===== src/rtl/pipeline_hazard_ctrl.sv =====
// Pipeline hazard controller: load-use stall, mult/div occupancy,
// memory-wait stall with a sticky watchdog, and a saturating stall counter.
module pipeline_hazard_ctrl #(
    parameter int unsigned MD_LAT   = 4,
    parameter int unsigned WAIT_MAX = 255
) (
    input  logic        clk,
    input  logic        reset,
    input  logic        idex_memrd,
    input  logic [4:0]  idex_rt,
    input  logic [4:0]  ifid_rs,
    input  logic [4:0]  ifid_rt,
    input  logic        ifid_uses_rt,
    input  logic        ifid_md,
    input  logic        branch_taken,
    input  logic        jump,
    input  logic        mem_wait,
    output logic        pc_wr,
    output logic        ifid_wr,
    output logic        ifid_flush,
    output logic        idex_flush,
    output logic        pipe_wr,
    output logic        md_start,
    output logic        md_busy,
    output logic        mem_timeout,
    output logic [15:0] stall_count
);

    localparam int unsigned MD_W    = 4;
    localparam int unsigned WAIT_W  = 8;
    localparam int unsigned STALL_W = 16;

    localparam logic [MD_W-1:0]    MD_LOAD   = MD_W'(MD_LAT - 1);
    localparam logic [WAIT_W-1:0]  WAIT_LIM  = WAIT_W'(WAIT_MAX);
    localparam logic [STALL_W-1:0] STALL_SAT = '1;

    typedef enum logic [1:0] {
        RUN     = 2'd0,
        MDWAIT  = 2'd1,
        MEMWAIT = 2'd2
    } state_t;

    state_t              r_state;
    logic [MD_W-1:0]     r_md_cnt;
    logic [WAIT_W-1:0]   r_wait_cnt;
    logic                r_md_done;
    logic                r_lu_bubble;
    logic                r_timeout;
    logic [STALL_W-1:0]  r_stall_cnt;

    state_t              w_state_nxt;
    logic [MD_W-1:0]     w_md_cnt_nxt;
    logic [WAIT_W-1:0]   w_wait_cnt_nxt;
    logic                w_md_done_nxt;
    logic                w_lu_bubble_nxt;
    logic                w_timeout_nxt;
    logic                w_load_use;
    logic                w_pc_wr;
    logic                w_ifid_wr;
    logic                w_ifid_flush;
    logic                w_idex_flush;
    logic                w_pipe_wr;
    logic                w_md_start;
    logic                w_md_busy;

    // Load-use hazard between the load in ID/EX and the consumer in IF/ID
    assign w_load_use = idex_memrd && (idex_rt != 5'd0) &&
                        ((idex_rt == ifid_rs) || (ifid_uses_rt && (idex_rt == ifid_rt)));

    // Next-state, counter updates and pipeline control outputs
    always_comb begin
        w_state_nxt     = r_state;
        w_md_cnt_nxt    = r_md_cnt;
        w_wait_cnt_nxt  = r_wait_cnt;
        w_md_done_nxt   = r_md_done;
        w_lu_bubble_nxt = 1'b0;
        w_timeout_nxt   = r_timeout;
        w_pc_wr         = 1'b1;
        w_ifid_wr       = 1'b1;
        w_pipe_wr       = 1'b1;
        w_ifid_flush    = 1'b0;
        w_idex_flush    = 1'b0;
        w_md_start      = 1'b0;
        w_md_busy       = 1'b0;

        case (r_state)
            RUN, MEMWAIT: begin
                if (mem_wait) begin
                    w_pc_wr     = 1'b0;
                    w_ifid_wr   = 1'b0;
                    w_pipe_wr   = 1'b0;
                    w_state_nxt = MEMWAIT;
                    if (r_state == RUN) begin
                        w_wait_cnt_nxt = WAIT_W'(1);
                    end else if (r_wait_cnt < WAIT_LIM) begin
                        w_wait_cnt_nxt = r_wait_cnt + WAIT_W'(1);
                    end
                end else begin
                    // Memory ready: issue rules are identical in RUN and MEMWAIT
                    w_state_nxt = RUN;
                    if (ifid_md && !r_md_done) begin
                        w_md_start   = 1'b1;
                        w_pc_wr      = 1'b0;
                        w_ifid_wr    = 1'b0;
                        w_idex_flush = 1'b1;
                        w_state_nxt  = MDWAIT;
                        w_md_cnt_nxt = MD_LOAD;
                    end else if (w_load_use && !r_lu_bubble) begin
                        // Held hazard after its bubble is the same instance: no second bubble
                        w_pc_wr         = 1'b0;
                        w_ifid_wr       = 1'b0;
                        w_idex_flush    = 1'b1;
                        w_lu_bubble_nxt = 1'b1;
                    end else if (branch_taken || jump) begin
                        w_ifid_flush = 1'b1;
                    end
                    if (w_ifid_wr) begin
                        w_md_done_nxt = 1'b0;
                    end
                end
            end
            MDWAIT: begin
                w_pc_wr      = 1'b0;
                w_ifid_wr    = 1'b0;
                w_idex_flush = 1'b1;
                w_md_busy    = 1'b1;
                w_pipe_wr    = !mem_wait;
                if (r_md_cnt == '0) begin
                    w_md_done_nxt = 1'b1;
                    if (mem_wait) begin
                        w_state_nxt    = MEMWAIT;
                        w_wait_cnt_nxt = WAIT_W'(1);
                    end else begin
                        w_state_nxt = RUN;
                    end
                end else begin
                    w_md_cnt_nxt = r_md_cnt - MD_W'(1);
                end
            end
            default: begin
                w_state_nxt = RUN;
            end
        endcase

        // Watchdog trips as the wait counter reaches its limit
        if ((w_state_nxt == MEMWAIT) && (w_wait_cnt_nxt == WAIT_LIM)) begin
            w_timeout_nxt = 1'b1;
        end
    end

    // Outputs forced low while reset is asserted
    assign pc_wr       = w_pc_wr      && !reset;
    assign ifid_wr     = w_ifid_wr    && !reset;
    assign pipe_wr     = w_pipe_wr    && !reset;
    assign ifid_flush  = w_ifid_flush && !reset;
    assign idex_flush  = w_idex_flush && !reset;
    assign md_start    = w_md_start   && !reset;
    assign md_busy     = w_md_busy    && !reset;
    assign mem_timeout = r_timeout;
    assign stall_count = r_stall_cnt;

    // State and counter registers
    always_ff @(posedge clk or posedge reset) begin
        if (reset) begin
            r_state     <= RUN;
            r_md_cnt    <= '0;
            r_wait_cnt  <= '0;
            r_md_done   <= 1'b0;
            r_lu_bubble <= 1'b0;
            r_timeout   <= 1'b0;
        end else begin
            r_state     <= w_state_nxt;
            r_md_cnt    <= w_md_cnt_nxt;
            r_wait_cnt  <= w_wait_cnt_nxt;
            r_md_done   <= w_md_done_nxt;
            r_lu_bubble <= w_lu_bubble_nxt;
            r_timeout   <= w_timeout_nxt;
        end
    end

    // Saturating count of cycles with the PC held
    always_ff @(posedge clk or posedge reset) begin
        if (reset) begin
            r_stall_cnt <= '0;
        end else if (!pc_wr && (r_stall_cnt != STALL_SAT)) begin
            r_stall_cnt <= r_stall_cnt + STALL_W'(1);
        end
    end

endmodule


===== config.mk =====
export PLATFORM = sky130hd
export DESIGN_NAME = pipeline_hazard_ctrl
export DESIGN_NICKNAME = d
export VERILOG_FILES = /design/src/rtl/pipeline_hazard_ctrl.sv
export SDC_FILE = /design/constraint.sdc
export NUM_CORES = 1
export LEC_CHECK = 0
export CORE_MARGIN = 2
export CORE_UTILIZATION = 32
export DETAILED_ROUTE_END_ITERATION = 12
export HOLD_SLACK_MARGIN = 0.05
export PLACE_DENSITY_LB_ADDON = 0.3
export SYNTH_ARGS = -nofsm -noshare
export SYNTH_HDL_FRONTEND = slang
export SYNTH_SLANG_ARGS = --single-unit
export TNS_END_PERCENT = 20

===== constraint.sdc =====
create_clock -name clk -period 3.35 [get_ports clk]
set_input_delay 0.67 -clock clk [delete_from_list [all_inputs] [get_ports clk]]
set_output_delay 0.67 -clock clk [all_outputs]
set_load 0.01 [all_outputs]

==> results.yml <==
hold_path:
  min_path_type: "register to register"
power_and_ir_drop:
  p_leak_uw: 0.00111
  max-vdd-ir-drop_uv: 331
  power_density_mw_per_mm2: 527
  power.total_uw: 1350
critical_path:
  worst-setup-path-type: "input pin to primary output"
  max_stage_delay_ns: 0.54
  crit_arrival_ns: 2.56
  crit_path_end_kind: "primary output"
  path_max_fanout: 4
  start_kind: "input pin"
  cp.required_ns: 2.68
  crit_buf_inv: 2
  crit_family: "simple AND/OR/NAND/NOR gates"
  crit_path_frequent_cell: "nor2_1"
  crit_chain: "clkdlybuf4s50_1 -> or4_1 -> nor2_1 -> nor3b_1 -> a211o_1 -> nor2_1 -> dlygate4sd2_1"
  crit_path_top_delay_cell: "or4_1"
layout:
  multi_input_area_mm2: 0.00102
  syn_to_final_growth_pct: 34.6
  fin_nets: 283
  n_antenna_cell: 0
  drive_gt1_frac: 0.0891
  nFillCells: 563
  stdcell_count: 333
  stdcell_area_mm2: 0.00256
  seq_area_um2: 826
global_route:
  overflow: 0
  grtUsageMet1: 0.208
  antenna_found_initial: 0
  grt.busiest_layer: "met1"
  grt_pass1_vias: 1561
  track_usage: 0.144
  grt_start_max_net_pins: 34
  grt_pass1_wl_um: 7360
  use_met3: 0.0422
  met2_usage: 0.207
clock_network:
  clockRootBuffer: "clkbuf_8"
  cts_buffer_depth: 2
  htreeDepth: 2
  cts_buffers: 5
  clk_pin_slew_worst_paths_ns: 0.07
  cts.sinks: 33
  cts_tree: "yes"
  insertion_delay_ns: 0.29
place:
  placedCellCount: 325
  finalWeightedCongestion: 0.821
  port-buffer-count: 46
  dp_hpwl_um: 3170
  pre_cts_slack_ns: -0.192
  placedInstanceArea_mm2: 0.00248
sta:
  hold_viol: 0
  layout_worst_path_cycle_share: 0.963
  clock.fmax_mhz: 310
  setup_slack_ns: 0.123
  finalCriticalPeriod_ns: 3.23
  slew_headroom: 0.724
  tightest_slew_ns: 0.415
  hold_ws_ns: 0.485
  report.final.slew_viol_count: 0
  finalClockSkew_ns: 0.00466
  rsz0062_at_grt: "no"
  final-setup-viol-count: 0
detailed_routing:
  drt-total-wl_um: 4360
  drc: 0
  dr.pass1.iters: 4
  drtAntennaViolNets: 0
  viasPerCell: 5.14
  vias: 1713
  drt_iter0_drc: 136
  wire_per_inst_um: 13.1
yosys:
  yosys_warnings: 0
  netlist_area_mm2: 0.00190
  synth_cell_type_count: 45
  syn_nets: 230
  ys_seq_area_frac: 0.434
  ys_seq_elements: 33
  synthCells: 204
  avgSynthCellArea_um2: 9.33
floorplanning:
  coreArea_mm2: 0.00585
  rows: 28
  ioPinCount: 47
  die_area_mm2: 0.00658
  start_util: 0.325
  die_y_um: 81.1
  fp.dieW_um: 81.1
job:
  maxCapViolCount: 0
run_status:
  status: "complete, no violations"
[routing by layer]
| layer | up-vias | wire [um] |
|---|---|---|
| met1 | 795 | 2190 |
| met3 | 9 | 319 |
| met4 | 0 | 54 |
| met2 | 61 | 1800 |
| met5 | - | 0 |
| li1 | 848 | - |
[synthesized netlist by cell type (all sizes together)]
cell type | instances | area, um2
and3b | 1 | 10.0
o22ai | 2 | 12.5
a221o | 1 | 10.0
o31ai | 1 | 7.51
a31oi | 5 | 31.3
nor3b | 1 | 7.51
and3 | 14 | 87.6
nor2b | 2 | 12.5
or4b | 1 | 10.0
o21ai | 7 | 38.8
dfrtp | 33 | 826
and2 | 3 | 18.8
a21boi | 1 | 7.51
clkinv | 1 | 5.00
nand4b | 2 | 17.5
inv | 5 | 18.8
and4 | 2 | 17.5
a32o | 1 | 11.3
o31a | 1 | 8.76
a211oi | 1 | 7.51
buf | 3 | 17.5
nand3 | 14 | 70.1
a21o | 3 | 22.5
a41o | 1 | 10.0
a211o | 1 | 8.76
ha | 3 | 37.5
a21bo | 1 | 10.0
nor2 | 15 | 56.3
mux2 | 1 | 11.3
nor3 | 4 | 20.0
nand4 | 11 | 68.8
nor4 | 1 | 6.26
nand3b | 1 | 7.51
clkbuf | 5 | 18.8
or4 | 2 | 15.0
nand2b | 1 | 6.26
nand2 | 13 | 48.8
xnor2 | 25 | 219
a22o | 1 | 10.0
a21oi | 10 | 50.1
and2b | 1 | 8.76
o21a | 2 | 15.0
[stage by stage]
| stage | setup TNS, ns | util |
|---|---|---|
| floorplan | 0 | - |
| global placement | -0.615 | 0.424 |
| detailed placement | -0.579 | 0.424 |
| CTS | 0 | 0.438 |
| global route | 0 | 0.438 |
| finish | 0 | 0.438 |
[report_power, final]
part	internal (uW)	leakage [uW]	total, uW	switching, uW
sequential	480	0.000432	591	111
combinational	252	0.000639	468	216
clock	143	0.0000439	292	149
total	875	0.00111	1350	476
[cells in the final DEF, fill, tap and decap left out, types with 3 or more instances in the layout]
cell	instances
ha_1	3
xnor2_1	25
nor2_1	15
a31oi_1	5
dlygate4sd2_1	4
nand4_1	11
inv_1	5
buf_4	8
o21ai_0	5
clkdlybuf4s50_1	42
nor3_1	4
and3_1	14
clkinv_2	3
nand2_1	13
a21oi_1	10
a21o_1	3
clkbuf_8	5
and2_1	3
nand3_1	14
dfrtp_1	33
[worst paths after layout]
check,start,to,slack [ns],cells after the start
max in group asynchronous,reset,stall_count[4]$_DFFE_PP0P_,2.10,3
setup reg to reg,r_md_cnt[0]$_DFFE_PP0P_,mem_timeout$_DFFE_PP0P_,1.06,7
setup / recovery,idex_rt[1],ifid_flush,0.12,7
hold / removal,mem_timeout$_DFFE_PP0P_,mem_timeout$_DFFE_PP0P_,0.49,1
min in group asynchronous,reset,stall_count[10]$_DFFE_PP0P_,0.94,3
hold reg to reg,mem_timeout$_DFFE_PP0P_,mem_timeout$_DFFE_PP0P_,0.49,1
[sequential cells by signal (all words and copies together) (netlist names)]
signal       cells
mem_timeout      1
r_lu_bubble      1
r_md_cnt         4
r_md_done        1
r_state          2
r_wait_cnt       8
stall_count     16
[final cells by class]
class | instances | share of cell area
clock inverters | 3 | 0.00683
clock buffers | 5 | 0.0268
well taps | 75 | 0.0366
multi-input cells | 157 | 0.397
flip-flops and latches | 33 | 0.322
repair buffers | 54 | 0.201
inverters | 6 | 0.00927
[what timing repair did]
item	in CTS	in global routing
buffers inserted	0	0
resized for setup	4	0
hold buffers	0	0
endpoints found under the setup margin	4	0
[logic make-up (layout without fill, tap and decap cells)]
logic type,count (synthesis),count (layout),synth area share
simple gates,89,89,0.257
compound gates,39,39,0.137
flops,33,33,0.434
xor+xnor,25,25,0.115
buf+inv,14,68,0.0315
fa+ha+maj,3,3,0.0197
mux,1,1,0.00591
(Power assumes the default switching activity.)
==> RTL edit (config.mk and constraints unchanged) <==
Re-encode `state_t` (3 states) as one-hot, 3 bits wide.
--- a/src/rtl/pipeline_hazard_ctrl.sv
+++ b/src/rtl/pipeline_hazard_ctrl.sv
@@ -34,10 +34,10 @@
     localparam logic [WAIT_W-1:0]  WAIT_LIM  = WAIT_W'(WAIT_MAX);
     localparam logic [STALL_W-1:0] STALL_SAT = '1;
 
-    typedef enum logic [1:0] {
-        RUN     = 2'd0,
-        MDWAIT  = 2'd1,
-        MEMWAIT = 2'd2
+    typedef enum logic [2:0] {
+        RUN     = 3'b001,
+        MDWAIT  = 3'b010,
+        MEMWAIT = 3'b100
     } state_t;
 
     state_t              r_state;
Formal check against the unedited RTL: no difference found for any inputs over 10 cycles, from zero or initial values and one cycle with reset high; not proved beyond that.
==> RTL edit against the unedited design <==
Critical path depth up 1. Via count up 4.1%. Clock skew up 0.0029 ns. Register-to-register slack better by 0.06 ns. Synthesized area up 9.4%. Power up 26%. Routed wire length up 6.6%. Sequential cell count up 1. Utilization down 0.44 points. Worst setup slack worse by 0.016 ns. Final area up 6.8%. First-iteration DRC count down 43%. Critical path type unchanged. Highest routed layer unchanged.
==> RTL edit: results (changes against the unedited design) <==
setup slack, reg-to-reg=1.12 ns (+0.06 ns); Adder-Cell Fraction of Synth Area=1.80% (-0.17 points); Multi-input gate area=1110 µm² (+9.2%); Reg-to-Reg Start=r_wait_cnt[0]; largest net degree at the start of global routing=21 (-38%); Synth Net Count=255 (+11%); Cells after DPL=352 (+8.3%); fraction of area in registers=31.1% (-1.1 points); Leakage Power=1.22 nW (+9.3%); share of layout cells above drive strength 1=11.0% (+2.0 points); VDD IR max=0.446 mV (+35%); syn avg cell area=9.10 µm² (-2.5%); worst-margin pin slew=0.453 ns (+0.0385 ns); delay-heaviest family, CP=buffers and inverters; largest cells by area after synthesis=dfrtp_1, xnor2_1, xor2_1, nand2_1, nor2_1; HPWL after DPL=3.47 mm (+9.4%); All-Layer GR Usage=14.0% (-0.41 points); 1st-iter DRT viols=78 (-43%); multiplexer share of the synthesized area=0.541% (-0.051 points); Clock buffer cells=7 (+2); Synth Register Bits=34 (+3.0%); dpl ws=-0.140 ns (+0.0524 ns); top cells by count, synth=dfrtp_1, nand2_1, nor2_1; FILL cells=649 (+15%); NonClk Buf Share=19.4% (-0.74 points); Unique masters post-synth=54 (+20%); clock tree cell share of total cell area=3.33% (-0.033 points); via count=1,784 (+4.1%); GPL Wtd Cong=0.843 (+2.7%); PostCTS Resize Cnt=5 (+1); compound-gate portion of the synthesized area=14.5% (+0.80 points); first-pass GRT wire length=8.14 mm (+11%); outcome=completed
## RTL edit: cell count changes after synthesis, moves of 5 or more
| cell | change |
|---|---|
| nand2_1 | +7 |
| xor2_1 | +14 |
| nor2_1 | +5 |
| xnor2_1 | -10 |
| inv_1 | +9 |
| and3_1 | -10 |
| nor4_1 | +5 |
| nand4_1 | -8 |
## RTL edit: per-stage QoR
step,TNS [ns],hold slack (ns)
3_3_place_gp,-0.459,0.451
5_1_grt,0,0.497
4_1_cts,0,0.471
2_1_floorplan,0,0.463
3_5_place_dp,-0.485,0.453
6_report,0,0.465
## RTL edit: report_power, final
part           internal, W  leakage (nW)  switching (W)
Combinational     0.000364         0.743       0.000383
Clock             0.000166        0.0482       0.000150
Sequential        0.000505         0.427       0.000131
Total              0.00104          1.22       0.000664
## RTL edit: per-layer routing
metal  GRT usage (%)  wire [µm]  vias up
met2            22.2       2170       35
met4            4.04         22        0
met5               0          0        -
met3            4.23        204        2
li1                -          -      906
met1            18.5       2250      841
